===== src/rtl/lcd_pkg.sv =====
// rtl/lcd_pkg.sv - shared FSM states, LCD instruction constants and line limits
package lcd_pkg;

  typedef enum logic [2:0] {
    IDLE,
    CMD,
    WAIT_LO,
    WAIT_HI,
    CHAR,
    DONE
  } lcd_state_t;

  localparam logic [7:0] LCD_INS_SET_DDRAM = 8'h80;
  localparam logic [7:0] LCD_INS_CLEAR     = 8'h01;
  localparam int         LCD_LINE_MAX      = 16;

  // Set-DDRAM instruction for a 7-bit cursor address
  function automatic logic [7:0] lcd_ddram_cmd(input logic [6:0] addr);
    return LCD_INS_SET_DDRAM | {1'b0, addr};
  endfunction

endpackage


===== src/rtl/lcd_line_arb.sv =====
// rtl/lcd_line_arb.sv - two-requester line arbiter; LCD_RR_ARB_EN selects round-robin over fixed priority
module lcd_line_arb (
  input  logic [1:0] req,
  input  logic       prio,
  input  logic       en,
  output logic [1:0] gnt
);

  // Requester that wins when both are asking
  logic fav;

`ifdef LCD_RR_ARB_EN
  assign fav = prio;
`else
  assign fav = 1'b0 & prio;
`endif

  // One-hot grant; nothing is granted unless the scheduler is ready to start a line
  always_comb begin
    gnt = 2'b00;
    if (en) begin
      case (req)
        2'b01:   gnt = 2'b01;
        2'b10:   gnt = 2'b10;
        2'b11:   gnt = fav ? 2'b10 : 2'b01;
        default: gnt = 2'b00;
      endcase
    end
  end

endmodule


===== src/rtl/lcd_line_scheduler.sv =====
// rtl/lcd_line_scheduler.sv - shares the LCD write port between two line requesters; LCD_RR_ARB_EN enables round-robin
module lcd_line_scheduler
  import lcd_pkg::*;
#(
  parameter int         LINE_LEN   = LCD_LINE_MAX,
  parameter logic [7:0] ADDR_LINE0 = lcd_ddram_cmd(7'h00),
  parameter logic [7:0] ADDR_LINE1 = lcd_ddram_cmd(7'h40)
) (
  input  logic       clk,
  input  logic       rst,
  input  logic [1:0] req,
  input  logic [7:0] char_in0,
  input  logic [7:0] char_in1,
  output logic [3:0] char_idx,
  output logic [1:0] gnt,
  output logic [1:0] done,
  output logic       busy,
  input  logic       lcd_ready,
  output logic       lcd_send,
  output logic       lcd_ins_data,
  output logic [7:0] lcd_data
);

  localparam logic [3:0] LAST_IDX = 4'(LINE_LEN - 1);

  lcd_state_t state, state_nxt;
  logic [1:0] gnt_nxt;
  logic [1:0] arb_gnt;
  logic [3:0] idx_nxt;
  logic       send_nxt;
  logic       rs_nxt;
  logic [7:0] data_nxt;
  logic       prio;
  logic       arb_en;

  assign arb_en = (state == IDLE) && lcd_ready;

  lcd_line_arb u_arb (
    .req  (req),
    .prio (prio),
    .en   (arb_en),
    .gnt  (arb_gnt)
  );

`ifdef LCD_RR_ARB_EN
  // Favour the requester that was not served by the line just finished
  always_ff @(posedge clk or negedge rst) begin
    if (!rst) begin
      prio <= 1'b0;
    end else if (state == DONE) begin
      prio <= gnt[0];
    end
  end
`else
  assign prio = 1'b0;
`endif

  // Next state and next values of the registered LCD outputs
  always_comb begin
    state_nxt = state;
    gnt_nxt   = gnt;
    idx_nxt   = char_idx;
    send_nxt  = 1'b0;
    rs_nxt    = lcd_ins_data;
    data_nxt  = lcd_data;
    case (state)
      IDLE: begin
        if (arb_gnt != 2'b00) begin
          gnt_nxt   = arb_gnt;
          state_nxt = CMD;
        end
      end
      CMD: begin
        data_nxt  = gnt[1] ? ADDR_LINE1 : ADDR_LINE0;
        rs_nxt    = 1'b0;
        send_nxt  = 1'b1;
        state_nxt = WAIT_LO;
      end
      WAIT_LO: begin
        if (!lcd_ready) begin
          state_nxt = WAIT_HI;
        end
      end
      WAIT_HI: begin
        if (lcd_ready) begin
          // RS still low means the write that just finished was the cursor instruction
          if (!lcd_ins_data) begin
            idx_nxt   = 4'd0;
            state_nxt = CHAR;
          end else if (char_idx < LAST_IDX) begin
            idx_nxt   = char_idx + 4'd1;
            state_nxt = CHAR;
          end else begin
            state_nxt = DONE;
          end
        end
      end
      CHAR: begin
        data_nxt  = gnt[1] ? char_in1 : char_in0;
        rs_nxt    = 1'b1;
        send_nxt  = 1'b1;
        state_nxt = WAIT_LO;
      end
      DONE: begin
        gnt_nxt   = 2'b00;
        idx_nxt   = 4'd0;
        state_nxt = IDLE;
      end
      default: begin
        gnt_nxt   = 2'b00;
        idx_nxt   = 4'd0;
        state_nxt = IDLE;
      end
    endcase
  end

  // State, grant, index and LCD bus registers; send/data/RS all move on the same edge
  always_ff @(posedge clk or negedge rst) begin
    if (!rst) begin
      state        <= IDLE;
      gnt          <= 2'b00;
      char_idx     <= 4'd0;
      lcd_send     <= 1'b0;
      lcd_ins_data <= 1'b0;
      lcd_data     <= 8'h00;
    end else begin
      state        <= state_nxt;
      gnt          <= gnt_nxt;
      char_idx     <= idx_nxt;
      lcd_send     <= send_nxt;
      lcd_ins_data <= rs_nxt;
      lcd_data     <= data_nxt;
    end
  end

  assign done = (state == DONE) ? gnt : 2'b00;
  assign busy = (state != IDLE);

endmodule


===== config.mk =====
export PLATFORM = sky130hd
export DESIGN_NAME = lcd_line_scheduler
export DESIGN_NICKNAME = d
export VERILOG_FILES = /design/src/rtl/lcd_pkg.sv /design/src/rtl/lcd_line_arb.sv /design/src/rtl/lcd_line_scheduler.sv
export SDC_FILE = /design/constraint.sdc
export NUM_CORES = 1
export LEC_CHECK = 0
export CORE_MARGIN = 4
export CORE_UTILIZATION = 42
export CTS_CLUSTER_DIAMETER = 120
export DETAILED_ROUTE_END_ITERATION = 10
export GPL_TIMING_DRIVEN = 0
export PLACE_DENSITY = 0.86
export SLEW_MARGIN = 5
export SYNTH_ARGS = -nofsm -noshare
export SYNTH_HDL_FRONTEND = slang
export SYNTH_SLANG_ARGS = --single-unit

===== constraint.sdc =====
create_clock -name clk -period 1.5 [get_ports clk]
set_input_delay 0.15 -clock clk [delete_from_list [all_inputs] [get_ports clk]]
set_output_delay 0.15 -clock clk [all_outputs]
set_load 0.01 [all_outputs]

; ---- Word-level counts from Yosys, hierarchy flattened
; Index checks and enable logic that the tools add are counted.
[word_totals]
regBits = 19
input_bits = 21
output_inout_bits = 19
word_cells = 54
[classes]
n_addsub = 1
n_lt_le_gt_ge = 1
n_eq_ne = 12
n_mux = 20
n_bitwise = 2
n_reduce_logical = 12
[op_table]
columns = op, n
row1 = case mux 8 bit (2 select lines), 1
row2 = two-way mux 4 bit, 3
row3 = case mux 3 bit (4 select lines), 1
row4 = two-way mux 3 bit, 3
row5 = two-way mux 8 bit, 1
row6 = case mux 2 bit (2 select lines), 2
row7 = case mux 4 bit (2 select lines), 1
row8 = OR reduction 4 bit, 2
row9 = two-way mux 7 bit, 1
row10 = == test 3 x 2 -> 1 bit (second input constant), 2
row11 = == test 3 bit (second input constant), 2
row12 = two-way mux 2 bit, 3
row13 = AND reduction 3 bit, 2
row14 = adder 4 x 1 -> 4 bit (second input constant), 1
row15 = == test 2 bit (second input constant), 2
row16 = less-than comparator 4 bit (second input constant), 1
row17 = != test 2 bit (second input constant), 2
row18 = nonzero test 2 bit, 2
row19 = OR reduction 2 bit, 2
row20 = == test 3 x 1 -> 1 bit (second input constant), 1
row21 = logical NOT 3 bit, 1
row22 = two-way mux 1 bit, 3
row23 = != test 3 bit (second input constant), 1
row24 = nonzero test 3 bit, 1
row25 = 6 further kinds, 7

; ---- Depth between registers and ports, before layout
; Gate-level depths: netlist of run 1.
[depth]
depth_word = 7
mapped_depth = 6
depth_no_buf = 5

; ---- Modules after synthesis
; Synthesis of run 1 repeated with hierarchy kept, for this count alone.
[hier_totals]
cells_unflattened = 99
area_unflattened_um2 = 1079.8
[modules_own_cells]
columns = module, n_inst, cells_each, area_each_um2, seq_area_each_um2
row1 = lcd_line_scheduler, 1, 97, 1063.5, 475.5
row2 = lcd_line_arb, 1, 2, 16.3, 0.0

; ---- Least setup slack after synthesis of run 1
; Ideal clock, no wire load.
[synth_timing]
path_kind = reg-to-reg
from = register state[1]
to = register lcd_data[6]
t_arrival_ns = 1.149
required_ns = 1.380
setup_slack_ns = 0.231
path_stages_with_launch = 6
n_path_buf = 1
path_cell_list = dfrtp_1 > or3b_1 > buf_2 > o21ai_1 > o31a_1 > o21ai_2
[synth_via]
elab_chain_cells = 2
[synth_lines]
columns = item, line
row1 = "start, declared", lcd_line_scheduler.sv:26  ; lcd_state_t state, state_nxt;
row2 = "start signal, assigned", lcd_line_scheduler.sv:127  ; state <= state_nxt;
row3 = == test 3 bit / == test 3 x 1 -> 1 bit (equally long branches), lcd_line_scheduler.sv:66  ; case (state)
row4 = case mux 8 bit (2 select lines) / nonzero test 2 bit (equally long branches), -
row5 = "end signal, assigned", lcd_line_scheduler.sv:132  ; lcd_data <= data_nxt;
row6 = "end, declared", lcd_line_scheduler.sv:21  ; output logic [7:0] lcd_data
; Several ways; a longest one is shown, not always the timed one.
; A chain may end at the register's enable or synchronous reset.

; ---- Worst setup path after layout of run 1
[layout_timing]
from = register char_idx[0]
to = output char_idx[0]
[layout_rtl]
columns = item, line
row1 = "start, declared", lcd_line_scheduler.sv:14  ; output logic [3:0] char_idx,
row2 = "start signal, assigned", lcd_line_scheduler.sv:129  ; char_idx <= idx_nxt;
; No word-level cell between the ends.

==> results of run 1 <==
-- flip-flops by register name, summed over array words and instances (netlist names) --
register and flops:
lcd_data 8, char_idx 4, state 3, gnt 2, lcd_ins_data 1, lcd_send 1
-- metrics by stage --
step | setup TNS, ns | total power, µW
6_report | 0 | 2280
4_1_cts | 0 | 2230
5_1_grt | -0.0138 | 2440
3_3_place_gp | -0.253 | 1830
2_1_floorplan | 0 | 1390
3_5_place_dp | -0.291 | 1880
-- power groups by stage --
stage          clock [µW]  sequential, µW  combinational [µW]
2_1_floorplan           0             831                 564
3_3_place_gp            0             776                1060
3_5_place_dp            0             790                1090
4_1_cts               259             779                1190
5_1_grt               287             804                1350
6_report              248             785                1250
-- cell families (layout without fill, tap and decap cells) --
group,Yosys count,after routing,share of synthesized area
buffers and inverters,13,61,0.0565
xor gates and xnor gates,1,1,0.00880
AOI/OAI and AO/OA,33,33,0.188
muxes,7,7,0.0716
DFF,19,19,0.477
and+or+nand+nor,36,36,0.185
adders and majority gates,1,1,0.0126
-- layer usage --
metal | track usage | up-vias
met5 | 0 | -
met4 | 0.0508 | 0
met3 | 0.0414 | 0
met2 | 0.323 | 47
met1 | 0.198 | 487
li1 | - | 479
-- repair_timing --
action                                  CTS  global route
buffers inserted                          4             2
endpoints found under the setup margin    4            12
pin swaps                                 1             3
gates resized for setup                  16            12
-- worst paths after layout --
| kind | to | slack [ns] | cells after the start |
|---|---|---|---|
| max in group asynchronous | char_idx[2] | 0.63 | 1 |
| worst min-delay path | lcd_data[5] | 0.31 | 1 |
| worst max register to register | lcd_data[6] | 0.08 | 5 |
| min in group clk | state[0] | 0.31 | 2 |
| worst max-delay path | char_idx[0] | 0.08 | 1 |
| worst min register to register | lcd_data[6] | 0.50 | 2 |
-- placed cells by master, fill, tap and decap left out, types with 3 or more instances in the layout --
master           netlist  layout
clkdlybuf4s50_1        0      35
a21oi_1                8       8
inv_1                  5       4
buf_6                  0       4
buf_2                  6       3
o21ai_1                3       6
o21ai_0               16      13
nand3_1                6       6
dfrtp_1               19      18
clkbuf_4               0       3
buf_4                  0       7
and3_1                 3       3
nand2_1               13      13
mux2i_1                6       6
-- layout make-up --
class / instances / area, µm² / area share
plain buffers: 7 / 61.3 / 0.0405
multi-input cells: 78 / 474 / 0.313
flip-flops and latches: 19 / 477 / 0.315
well taps: 28 / 35.0 / 0.0232
inverters: 6 / 25.0 / 0.0165
clock buffers: 4 / 26.3 / 0.0174
repair buffers: 44 / 414 / 0.274
==> flow_summary.toml, run 1 <==
[pwr]
p_leak_uw = 0.000641
ir_worst_vdd_mv = 0.823
p_per_area_nw_per_um2 = 1510
p_seq_frac = 0.344
p_sw_uw = 861
p_int_uw = 1420
switching_share = 0.378
pwr-share-clk = 0.109
comb_power_share = 0.547

[detailed_routing]
ant_nets = 0
drt-initial-drc-count = 14
via_count = 1013
met3RoutedLength_um = 247
first_pass_iters = 4
met2_length_mm = 1.37
drc = 0
top_layer_used = "met3"
totalWireLength_mm = 2.77
viasPerCell = 5.45
met1_length_mm = 1.15
routedWlPerCell_um = 14.9

[yosys]
synth-async-reset-ratio = 1.00
synth_top_area_cell = "dfrtp_1"
synth-edff-count = 0
yosysMostFrequentCell = "dfrtp_1"
ys_seq_area_frac = 0.477
synth_cells = 110
yosys-top-cells-area = "dfrtp_1 (48%), o21ai_0 (8.0%), mux2i_1 (6.0%)"
synth_common_cells = "dfrtp_1 (19), o21ai_0 (16), nand2_1 (13)"
synth-seq-cells = 19
synth_ff_type = "dfrtp_1"
synth_area_um2 = 996
synth_warnings = 0
synth.distinct_cells = 30
yosysTopAreaCellShare = 0.477
syn_area_per_cell_um2 = 9.05
synth_fp_nets = 132

[setup_path]
critPathBufInv = 1
critPathLaunch = "char_idx[0]"
cp_max_fo = 5
worstPathArrival_ns = 1.27
timing.rr.start = "state[1]"
critPathMaxStageDelay_ns = 0.56
critPathKind = "reg -> out"
cp_slowest_cell = "clkdlybuf4s50_1"
start_kind = "flip-flop"
critPathRequiredTime_ns = 1.35
cp_cell_sequence = "clkdlybuf4s50_1"
critical_path.endpoint_type = "output port"
crit_family = "buffers and inverters"

[placement]
placed_cell_area_um2 = 1410
dp.cells = 176
port_buffers = 38
pre_cts_slack_ns = -0.146
gp_congestion = 0.751
dp_hpwl_mm = 2.05

[sta]
hold_viol = 0
fmax_mhz = 703
fin_crit_ns = 1.42
drv_slew = 0
fin_hold_ws_ns = 0.306
finalSetupViolations = 0
fin_ws_ns = 0.0771
slew_headroom = 0.465
tightest_slew_ns = 0.801
rsz0062_at_grt = "yes"
post-route-period-util = 0.949
fin_skew_ns = 0.00689

[final_layout]
drive_above_1_share = 0.165
num_antenna_cells = 0
fin_nets = 181
fill_cells = 191
final_cells = 186
fin_area_um2 = 1510
syn2layout_area_growth_pct = 51.9
utilization = 0.677

[hold_path]
min_path_type = "in -> async"

[global_route]
antenna_found_initial = 0
grt_max_degree = 20
grt_usage = 0.176
grt_first_pass_wirelength_mm = 4.53
grt.overflow.total = 0
grt_pass1_vias = 1015

[die]
rows = 17
io_pins = 40
die_area_um2 = 3210
die_w_um = 56.7
die_y_um = 56.7
start_util = 0.446
coreArea_um2 = 2230

[clocking]
cts-root-buf = "clkbuf_4"
cts_buffers = 3
htreeDepth = 1
clk_path_buf_depth = 2
cts_tree = "yes"
clk_pin_slew_worst_paths_ns = 0.10
clk_latency_ns = 0.29
cts_hold_buf = 0
clock-sinks = 19

[run]
drv_cap = 0

[status]
outcome = "complete, no violations"
No activity file was read; power rests on OpenSTA's default activity.
==> run 2: changes to the inputs <==
Settings changed: SLEW_MARGIN 5 to 20.
==> results of run 2 <==
Same layout as run 1: the final DEF is identical, and so are final timing and power.
==> run 3: changes to the inputs <==
Settings changed: GPL_ROUTABILITY_DRIVEN from default to 0.
==> results of run 3 <==
Same layout as run 1: the final DEF is identical, and so are final timing and power.
